**config.mk**
```make
export PLATFORM = sky130hd
export DESIGN_NAME = trigger_sequencer
export DESIGN_NICKNAME = d
export VERILOG_FILES = /design/src/rtl/trigger_sequencer.sv
export SDC_FILE = /design/constraint.sdc
export NUM_CORES = 1
export LEC_CHECK = 0
export ABC_AREA = 1
export BUFFER_PORTS_ARGS = -buffer_cell sky130_fd_sc_hd__buf_2
export CORE_ASPECT_RATIO = 1.25
export CORE_UTILIZATION = 51
export DETAILED_ROUTE_END_ITERATION = 12
export GPL_TIMING_DRIVEN = 1
export PLACE_DENSITY = 0.84
export SKIP_LAST_GASP = 1
export SLEW_MARGIN = 10
export SYNTH_ARGS = -nofsm -noshare
export SYNTH_HDL_FRONTEND = slang
export SYNTH_SLANG_ARGS = --single-unit
```
**constraint.sdc**
```tcl
create_clock -name clk -period 4.85 [get_ports clk]
set_clock_uncertainty 0.1 [all_clocks]
set_input_delay 0.97 -clock clk [delete_from_list [all_inputs] [get_ports clk]]
set_output_delay 0.97 -clock clk [all_outputs]
set_load 0.01 [all_outputs]
```
**src/rtl/trigger_sequencer.sv**
```systemverilog
// trigger_sequencer: programmable multi-stage trigger engine.
// Each stage combines an optional edge term and an optional masked pattern term.
// A stage must match its configured number of times before the sequence moves on.
// Completing the final stage produces a one-cycle triggered pulse.
module trigger_sequencer #(
    parameter int SAMPLE_WIDTH = 16,
    parameter int NUM_STAGES   = 4,
    parameter int COUNT_WIDTH  = 16
) (
    input  logic                               clk,
    input  logic                               rst_n,
    input  logic [SAMPLE_WIDTH-1:0]            sample,
    input  logic                               sampleValid,
    input  logic [SAMPLE_WIDTH-1:0]            activeChannels,
    input  logic                               arm,
    input  logic                               abort,
    input  logic [2:0]                         lastStage,
    input  logic [NUM_STAGES-1:0]              stageEdgeEnabled,
    input  logic [2*NUM_STAGES-1:0]            stageEdgeMode,
    input  logic [8*NUM_STAGES-1:0]            stageEdgeChannel,
    input  logic [NUM_STAGES-1:0]              stagePatternEnabled,
    input  logic [SAMPLE_WIDTH*NUM_STAGES-1:0] stagePattern,
    input  logic [SAMPLE_WIDTH*NUM_STAGES-1:0] stageDontCare,
    input  logic [COUNT_WIDTH*NUM_STAGES-1:0]  stageCount,
    output logic                               armed,
    output logic [2:0]                         currentStage,
    output logic                               triggered,
    output logic                               triggerSeen,
    output logic                               transition
);

    typedef enum logic [1:0] {
        ST_IDLE  = 2'b00,
        ST_PRIME = 2'b01,
        ST_RUN   = 2'b10,
        ST_DONE  = 2'b11
    } state_t;

    localparam logic [2:0]             MAX_STAGE = 3'(NUM_STAGES - 1);
    localparam logic [COUNT_WIDTH-1:0] CNT_ONE   = COUNT_WIDTH'(1'b1);

    state_t                  state_r;
    logic [SAMPLE_WIDTH-1:0] prev_sample_r;
    logic                    prev_valid_r;
    logic [COUNT_WIDTH-1:0]  counter_r;
    logic [2:0]              stage_r;
    logic                    armed_r;
    logic                    triggered_r;
    logic                    trigger_seen_r;
    logic                    transition_r;

    logic [NUM_STAGES-1:0]   match_vec_s;
    logic                    stage_match_s;
    logic [COUNT_WIDTH-1:0]  stage_count_s;
    logic [COUNT_WIDTH-1:0]  eff_count_s;
    logic [COUNT_WIDTH-1:0]  count_inc_s;
    logic                    stage_done_s;
    logic [2:0]              last_eff_s;
    logic                    eval_s;

    // Edge term: a channel outside the sample never matches; mode 11 is reserved.
    function automatic logic edge_term(
        input logic                    en,
        input logic [1:0]              mode,
        input logic [7:0]              ch,
        input logic [SAMPLE_WIDTH-1:0] prv,
        input logic [SAMPLE_WIDTH-1:0] cur
    );
        logic p;
        logic c;
        logic hit;
        logic res;
        p   = 1'b0;
        c   = 1'b0;
        hit = 1'b0;
        for (int b = 0; b < SAMPLE_WIDTH; b++) begin
            p   = (int'(ch) == b) ? prv[b] : p;
            c   = (int'(ch) == b) ? cur[b] : c;
            hit = (int'(ch) == b) ? 1'b1   : hit;
        end
        if (!en) begin
            res = 1'b1;
        end else if (!hit) begin
            res = 1'b0;
        end else begin
            case (mode)
                2'b00:   res = ~p & c;
                2'b01:   res = p & ~c;
                2'b10:   res = p ^ c;
                default: res = 1'b0;
            endcase
        end
        return res;
    endfunction

    // Pattern term: inactive and don't-care channels always agree.
    function automatic logic pattern_term(
        input logic                    en,
        input logic [SAMPLE_WIDTH-1:0] active,
        input logic [SAMPLE_WIDTH-1:0] pat,
        input logic [SAMPLE_WIDTH-1:0] dc,
        input logic [SAMPLE_WIDTH-1:0] cur
    );
        logic res;
        if (!en) begin
            res = 1'b1;
        end else begin
            res = &(~active | dc | ~(cur ^ pat));
        end
        return res;
    endfunction

    // Evaluate every stage's condition against the current sample pair.
    always_comb begin
        match_vec_s = '0;
        for (int k = 0; k < NUM_STAGES; k++) begin
            match_vec_s[k] = edge_term(stageEdgeEnabled[k],
                                       stageEdgeMode[2*k +: 2],
                                       stageEdgeChannel[8*k +: 8],
                                       prev_sample_r, sample)
                           & pattern_term(stagePatternEnabled[k],
                                          activeChannels,
                                          stagePattern[SAMPLE_WIDTH*k +: SAMPLE_WIDTH],
                                          stageDontCare[SAMPLE_WIDTH*k +: SAMPLE_WIDTH],
                                          sample);
        end
    end

    // Select the active stage's match and required count.
    always_comb begin
        stage_match_s = 1'b0;
        stage_count_s = '0;
        for (int k = 0; k < NUM_STAGES; k++) begin
            stage_match_s = (int'(stage_r) == k) ? match_vec_s[k] : stage_match_s;
            stage_count_s = (int'(stage_r) == k) ? stageCount[COUNT_WIDTH*k +: COUNT_WIDTH]
                                                 : stage_count_s;
        end
    end

    // Derived counts: zero counts as one, counter saturates, final stage clamped.
    always_comb begin
        eff_count_s  = (stage_count_s == '0) ? CNT_ONE : stage_count_s;
        count_inc_s  = (counter_r == '1) ? counter_r : (counter_r + CNT_ONE);
        stage_done_s = (count_inc_s >= eff_count_s);
        last_eff_s   = (lastStage > MAX_STAGE) ? MAX_STAGE : lastStage;
        eval_s       = sampleValid & prev_valid_r;
    end

    // Sequencer state, sample history and all registered outputs.
    always_ff @(posedge clk or negedge rst_n) begin
        if (!rst_n) begin
            state_r        <= ST_IDLE;
            prev_sample_r  <= '0;
            prev_valid_r   <= 1'b0;
            counter_r      <= '0;
            stage_r        <= 3'd0;
            armed_r        <= 1'b0;
            triggered_r    <= 1'b0;
            trigger_seen_r <= 1'b0;
            transition_r   <= 1'b0;
        end else begin
            triggered_r  <= 1'b0;
            transition_r <= eval_s & (|((sample ^ prev_sample_r) & activeChannels));
            if (sampleValid) begin
                prev_sample_r <= sample;
            end
            if (abort) begin
                state_r        <= ST_IDLE;
                stage_r        <= 3'd0;
                counter_r      <= '0;
                armed_r        <= 1'b0;
                trigger_seen_r <= 1'b0;
                prev_valid_r   <= 1'b0;
            end else if (arm) begin
                state_r        <= ST_PRIME;
                stage_r        <= 3'd0;
                counter_r      <= '0;
                armed_r        <= 1'b1;
                trigger_seen_r <= 1'b0;
                prev_valid_r   <= 1'b0;
            end else begin
                if (sampleValid) begin
                    prev_valid_r <= 1'b1;
                end
                case (state_r)
                    ST_IDLE: begin
                        state_r <= ST_IDLE;
                    end
                    ST_PRIME: begin
                        // The priming sample only seeds the history.
                        if (sampleValid) begin
                            state_r <= ST_RUN;
                        end
                    end
                    ST_RUN: begin
                        if (eval_s && stage_match_s) begin
                            if (stage_done_s) begin
                                if (stage_r >= last_eff_s) begin
                                    state_r        <= ST_DONE;
                                    armed_r        <= 1'b0;
                                    triggered_r    <= 1'b1;
                                    trigger_seen_r <= 1'b1;
                                    counter_r      <= count_inc_s;
                                end else begin
                                    stage_r   <= stage_r + 3'd1;
                                    counter_r <= '0;
                                end
                            end else begin
                                counter_r <= count_inc_s;
                            end
                        end
                    end
                    ST_DONE: begin
                        state_r <= ST_DONE;
                    end
                    default: begin
                        state_r <= ST_IDLE;
                        armed_r <= 1'b0;
                    end
                endcase
            end
        end
    end

    assign armed        = armed_r;
    assign currentStage = stage_r;
    assign triggered    = triggered_r;
    assign triggerSeen  = trigger_seen_r;
    assign transition   = transition_r;

endmodule

```
======== Word-level counts from Yosys, hierarchy flattened ========
Cells that the tools add are included.
Widths: inputs -> output; s select.
operators by class
  magnitude comparators ................... 3
  muxes and demuxes ....................... 259
  reduce and logical (&&, ||, !) cells .... 26
  $add $sub $neg .......................... 2
  eq/ne operators ......................... 80
  bitwise logic cells ..................... 45
operators by type and width
  cell                   number
  $eq 8x5->1 const B     32
  $mux 1                 229
  $mux 16                12
  $eq 8x4->1 const B     16
  $or 16x16->16          8
  $not 16->16            5
  $xor 16x16->16         5
  $eq 8x3->1 const B     8
  $reduce_and 16->1      4
  $eq 8x2->1 const B     4
  $logic_not 8->1        4
  $mux 3                 7
  $add 16x1->16 const B  1
  $and 16x16->16         1
  $eq 16x16->1 const B   1
  $ge 16x16->1           1
  $logic_not 16->1       1
  $ne 4x4->1 const B     4
  $reduce_or 16->1       1
  $reduce_bool 3->1      5
  $and 1x1->1            14
  $eq 2x2->1 const B     6
  $mux 2                 6
  $pmux 1 s3             4
  other kinds (15)       36
word-level totals
  logic and storage cells ................. 424
  flip-flop bits (word level) ............. 42
  output and inout port bits .............. 7

======== Longest topological paths before layout ========
  word-level depth ........................ 32
  depth in mapped cells ................... 33
  mapped depth without buffers ............ 32

======== Worst setup path before layout ========
OpenSTA, ideal clock, no wires.
  kind .................................... input to register
  from .................................... input stageEdgeChannel[23]
  to ...................................... register stage_r[1] (netlist: currentStage[1])
  arrival ................................. 3519 ps
  stages .................................. 30
  setup slack ............................. 1114 ps
  setup time .............................. 117 ps
  path through ............................ nor2_1 -> nand3_1 -> inv_1 -> buf_2 -> nand2_1 -> nor2_1 -> a21oi_1 -> nand2_1 -> nand2_1 -> nand2_1 -> nand2_1 -> nand2_1 -> nand2_1 -> nand3_1 -> nand2_1 -> a21boi_0 -> ha_1 -> a21oi_1 -> o21ai_0 -> nand2_1 -> nand2_1 -> a21oi_1 -> a21oi_1 -> nand2_1 -> nand3_2 -> nand2_4 -> buf_6 -> nand2_2 -> nand2_1 -> nand2_1
between the ends
  word-level cells in the longest chain between the ends .. 28
ends and longest elaborated chain
  what                                            RTL line    source
  start, declared                                 20          input logic [8*NUM_STAGES-1:0] stageEdgeChannel,
  $logic_not 8->1                                 77, 78, 79
  $mux 1, on equally long branches (16 in a row)  78, 77
  $not 1->1, on equally long branches             88, 87
  $and 1x1->1, on equally long branches           88, 87
  $pmux 1 s3                                      86          case (mode)
  $mux 1 (*)                                      83          end else if (!hit) begin
  $mux 1 (*)                                      81          if (!en) begin
  $and 1x1->1 (*)                                 121         & pattern_term(stagePatternEnabled[k],
  $mux 1 (*) (2 in a row)                         134         stage_match_s = (int'(stage_r) == k) ? match_vec_s[k] : stage_match_s;
  $logic_and 1x1->1 (*)                           196         if (eval_s && stage_match_s) begin
  $reduce_bool 3->1 (no source line) (*)          n/a
  $reduce_and 4->1 (no source line) (*)           n/a
  end signal, assigned                            205         stage_r <= stage_r + 3'd1;
  end, declared                                   46          logic [2:0] stage_r;
Mark *: on every way between the ends. The rest lies on a longest branch, timed or not.
A chain may end at the register's enable or synchronous reset.

======== Final worst setup path ========
  from .................................... register stage_r[0] (netlist: currentStage[0])
  to ...................................... register counter_r[3]
between the ends
  word-level cells in the longest chain between the ends .. 13
ends and longest elaborated chain
  what                  RTL line  source
  $logic_not 3->1       134, 135
  $mux 16 (4 in a row)  135       stage_count_s = (int'(stage_r) == k) ? stageCount[COUNT_WIDTH*k +: COUNT_WIDTH]
  $logic_not 16->1      142       eff_count_s = (stage_count_s == '0) ? CNT_ONE : stage_count_s;
  $mux 16               142
  $ge 16x16->1          144       stage_done_s = (count_inc_s >= eff_count_s);
  $mux 16               197       if (stage_done_s) begin
  $mux 16               196
  $mux 16               185       case (state_r)
  $mux 16               174       end else if (arm) begin
  $mux 16               167       if (abort) begin
  end signal, assigned  203       counter_r <= count_inc_s;
  end signal, assigned  209       counter_r <= count_inc_s;
  end, declared         45        logic [COUNT_WIDTH-1:0] counter_r;
Several ways; a longest one is shown, not always the timed one. The select of a mux whose other input is x is not followed.

==> impl_results.rst <==
.. list-table::
   :header-rows: 1

   * - Metric
     - Value
   * - I/O Pins
     - 287
   * - Clock period minus worst slack
     - 4.42 ns
   * - DR iter-0 viols
     - 764
   * - Crit path cell chain
     - inv_1 -> ha_1 -> nand2_2 -> inv_1 -> a21oi_1 -> o22ai_1 -> nand4_1 -> or2_1 -> o31ai_1 -> ha_1 -> inv_1 -> a21oi_1 -> o21ai_0 -> nand2_1 -> o211ai_1 -> nand2_1 -> nand3_1 -> a21oi_1 -> buf_4 -> nand3_1 -> nand2_1
   * - Final Instance Area
     - 0.00876 mm2
   * - Sw Pwr
     - 535 uW
   * - Syn Inst Count
     - 1354
   * - Estimated wirelength of the detail-placed design
     - 22.5 mm
   * - Area growth from synthesis to final layout
     - 22.8%
   * - Part of the total power dissipated in sequential elements
     - 0.303
   * - Reported max-cap violation count
     - 0
   * - Global-route wire length before repair
     - 43.2 mm
   * - Global-route usage over all layers
     - 0.379
   * - Die boundary width
     - 108 um
   * - Peak ir drop on the vdd network
     - 0.000153 V
   * - Arr. time, crit path
     - 4.55 ns
   * - Post-placement setup slack
     - 0.228 ns
   * - Final GP Congestion
     - 1.05
   * - Final Routed Wirelength
     - 27.4 mm
   * - Unrepaired setup endpoints after global routing
     - false
   * - Footprint of the multi-input gates
     - 0.00511 mm2
   * - Combined area of all synthesized cells
     - 0.00713 mm2
   * - Total number of yosys warnings
     - 0
   * - Storage element area
     - 0.00105 mm2
   * - Final worst-path setup slack
     - 0.429 ns
   * - Number of buffers on the longest clock path
     - 2
   * - Final hold viol count
     - 0
   * - Int Power
     - 775 uW
   * - Post-CTS Hold Fix Bufs
     - 0
   * - Max-slew headroom
     - 0.308
   * - Power density normalized to cell area
     - 150 mW/mm2
   * - Commonest non-fill, non-tap cell in the layout
     - sky130_fd_sc_hd__nand2_1
   * - Vias/cell
     - 5.56
   * - Type of the worst min-delay path
     - reg2reg
   * - Measured slew at the worst slew-check pin
     - 1.04 ns
   * - Total number of vias
     - 9978
   * - Routed Antenna Nets
     - 0
   * - Core utilization of the finished layout
     - 0.650
   * - Vias in the first global route
     - 9187
   * - Outcome
     - complete, no violations
   * - Number of iterations in the first detailed-routing pass
     - 6
   * - Syn_nets
     - 1667
   * - Number of gates resized after CTS
     - 0
   * - Max-slew violation total from the final report
     - 0
   * - Maximum level of the CTS H-tree
     - 2
   * - Number of enable-type register cells in the synthesized netlist
     - 0
   * - Switching portion of total power
     - 0.409
   * - Nets@finish
     - 1931
   * - Flop and latch count out of synthesis
     - 42
   * - Unique cell type count in the Yosys netlist
     - 43
   * - Required time of the worst setup path
     - 4.98 ns
   * - Type of the worst setup path
     - reg2reg
   * - Initial core utilization
     - 0.530
   * - Total clock buffers created by CTS
     - 5
   * - Floorplan Core Area
     - 0.0135 mm2
   * - Most used DFF post-synth
     - sky130_fd_sc_hd__dfrtp_1
   * - Antenna violations before repair
     - 4
   * - Share of cells above drive strength 1
     - 0.200
   * - Count of buffers added by post-CTS timing repair for setup
     - 0
   * - Sum of negative setup slack
     - 0 ns
   * - Clock-pin slew reported for the worst setup and hold paths after clock tree synthesis
     - 0.07 ns
   * - Delay of the slowest cell on the worst path
     - 0.55 ns
   * - Die Span Y
     - 134 um
   * - Fraction of the yosys area taken by sequential cells
     - 0.147
   * - Asr flop ratio synth
     - 1.00
   * - Mapped Avg Cell Area
     - 5.27 um2
   * - Clock latency on the worst-skew pair
     - 0.29 ns
   * - P_leak
     - 0.00495 uW
   * - Clock Power Share
     - 0.261
   * - Fmax
     - 0.226 GHz
   * - Count of filler cells inserted in the layout
     - 1371
   * - Placed Instance Area
     - 0.00860 mm2
   * - Per-cell routed wire length
     - 15.3 um
   * - Number of port buffers
     - 286
   * - CTS tree
     - done
   * - Combinational fraction of design power
     - 0.436
   * - CP endpoint kind
     - flip-flop
   * - CTS sink cnt
     - 42
   * - Worst Path Max Fanout
     - 25
   * - Commonest non-fill, non-tap cells in the layout
     - sky130_fd_sc_hd__nand2_1, sky130_fd_sc_hd__buf_2, sky130_fd_sc_hd__nor2_1, sky130_fd_sc_hd__inv_1, sky130_fd_sc_hd__nand3_1
   * - Final-report setup violation count
     - 0
   * - Row Count
     - 47
   * - Clock root cell
     - sky130_fd_sc_hd__clkbuf_16
   * - Kind of cell adding the most delay to the critical path
     - compound AO/OA/AOI/OAI gates
   * - Overall overflow remaining after global route
     - 0
   * - Count of unresolved DRC violations after routing
     - 0
   * - Number of non-filler instances in the completed layout
     - 1793
   * - Worst-path cell with the longest stage delay
     - sky130_fd_sc_hd__inv_1
   * - Total placed cells including tap cells
     - 1782
   * - Largest net degree at the start of global routing
     - 43
   * - WP buf/inv
     - 4
   * - Setup crit start kind
     - flip-flop
   * - Share of the cycle needed by the critical path after routing
     - 0.912
   * - Overall die area
     - 0.0145 mm2
routing by layer:
metal,global-route usage,share of wire,up-vias,routed length [um]
li1,-,-,4899,-
met1,0.441,0.36,4390,9890
met2,0.642,0.48,554,13200
met3,0.0627,0.096,133,2640
met4,0.234,0.060,2,1650
met5,0,0.00051,-,14
sequential cells by signal, summed over array words and instances (netlist names):
register       cells
counter_r         16
prev_sample_r     16
currentStage       3
state_r            2
armed              1
prev_valid_r       1
transition         1
triggerSeen        1
triggered          1
cells in the mapped netlist (2+ instances only):
library cell | count | area share
sky130_fd_sc_hd__nand2_1 | 438 | 0.23
sky130_fd_sc_hd__nor2_1 | 227 | 0.12
sky130_fd_sc_hd__inv_1 | 186 | 0.098
sky130_fd_sc_hd__nand3_1 | 120 | 0.084
sky130_fd_sc_hd__nand4_1 | 63 | 0.055
sky130_fd_sc_hd__a21oi_1 | 61 | 0.043
sky130_fd_sc_hd__dfrtp_1 | 42 | 0.15
sky130_fd_sc_hd__o21ai_0 | 36 | 0.025
sky130_fd_sc_hd__ha_1 | 33 | 0.058
sky130_fd_sc_hd__nor3_1 | 16 | 0.011
sky130_fd_sc_hd__o22ai_1 | 16 | 0.014
sky130_fd_sc_hd__buf_2 | 13 | 0.0091
sky130_fd_sc_hd__clkbuf_1 | 11 | 0.0058
sky130_fd_sc_hd__a211oi_1 | 10 | 0.011
sky130_fd_sc_hd__buf_6 | 9 | 0.014
sky130_fd_sc_hd__a31oi_1 | 6 | 0.0053
sky130_fd_sc_hd__nor4_1 | 6 | 0.0053
sky130_fd_sc_hd__xor2_1 | 6 | 0.0074
sky130_fd_sc_hd__buf_4 | 5 | 0.0053
sky130_fd_sc_hd__inv_2 | 5 | 0.0026
sky130_fd_sc_hd__a21boi_0 | 4 | 0.0042
sky130_fd_sc_hd__nand3b_1 | 4 | 0.0042
sky130_fd_sc_hd__o211ai_1 | 4 | 0.0042
sky130_fd_sc_hd__nand2_2 | 3 | 0.0026
sky130_fd_sc_hd__nand3_2 | 3 | 0.0042
sky130_fd_sc_hd__o21ai_1 | 3 | 0.0021
sky130_fd_sc_hd__o31ai_1 | 3 | 0.0032
sky130_fd_sc_hd__a31o_2 | 2 | 0.0025
sky130_fd_sc_hd__nor2_2 | 2 | 0.0018
sky130_fd_sc_hd__o2111ai_1 | 2 | 0.0025
sky130_fd_sc_hd__or2_1 | 2 | 0.0018
sky130_fd_sc_hd__xnor2_1 | 2 | 0.0025
power by group through the flow:
stage,Clock (uW),Sequential [uW],Combinational (uW)
detailed placement,0,401,558
global route,357,398,637
CTS,342,394,562
global placement,0,401,547
floorplan,0,390,319
finish,342,397,571
final cells by class:
type                    instances  share of cell area
diodes                          3            0.000857
clock buffers                   5              0.0143
clock inverters                 3             0.00286
inverters                     192              0.0826
multi-input cells            1082               0.584
flip-flops and latches         42               0.120
well taps                     171              0.0244
repair buffers                295               0.171
through the flow:
| step | hold WS [ns] | total power, uW |
|---|---|---|
| after floorplan | 0.371 | 710 |
| after global routing | 0.430 | 1390 |
| after detailed placement | 0.387 | 959 |
| final | 0.397 | 1310 |
| after global placement | 0.378 | 948 |
| after CTS | 0.401 | 1300 |
path summary, 6_finish.rpt:
path / slack (ns) / from / depth (start not counted) / endpoint
max reg2reg: 0.43 / currentStage[0] / 21 / counter_r[3]
min: 0.40 / armed / 2 / armed
max in group asynchronous: 3.25 / rst_n / 1 / prev_sample_r[5]
min reg2reg: 0.40 / armed / 2 / armed
min in group asynchronous: 0.77 / rst_n / 1 / prev_sample_r[14]
max: 0.43 / currentStage[0] / 21 / counter_r[3]
worst min-delay path: stages (launching register included):
cell	delay, ns
sky130_fd_sc_hd__dfrtp_1	0.34
sky130_fd_sc_hd__nand3_1	0.07
sky130_fd_sc_hd__nand2_1	0.06
cell families after synthesis:
logic type	after synthesis	synth area share
and+or+nand+nor	889	0.526
buffers and inverters	230	0.136
AOI/OAI and AO/OA	151	0.122
DFF	42	0.147
adders and majority gates	33	0.0579
xor gates and xnor gates	8	0.00982
other	1	0.000526
Power figures use the tool's default switching activity.
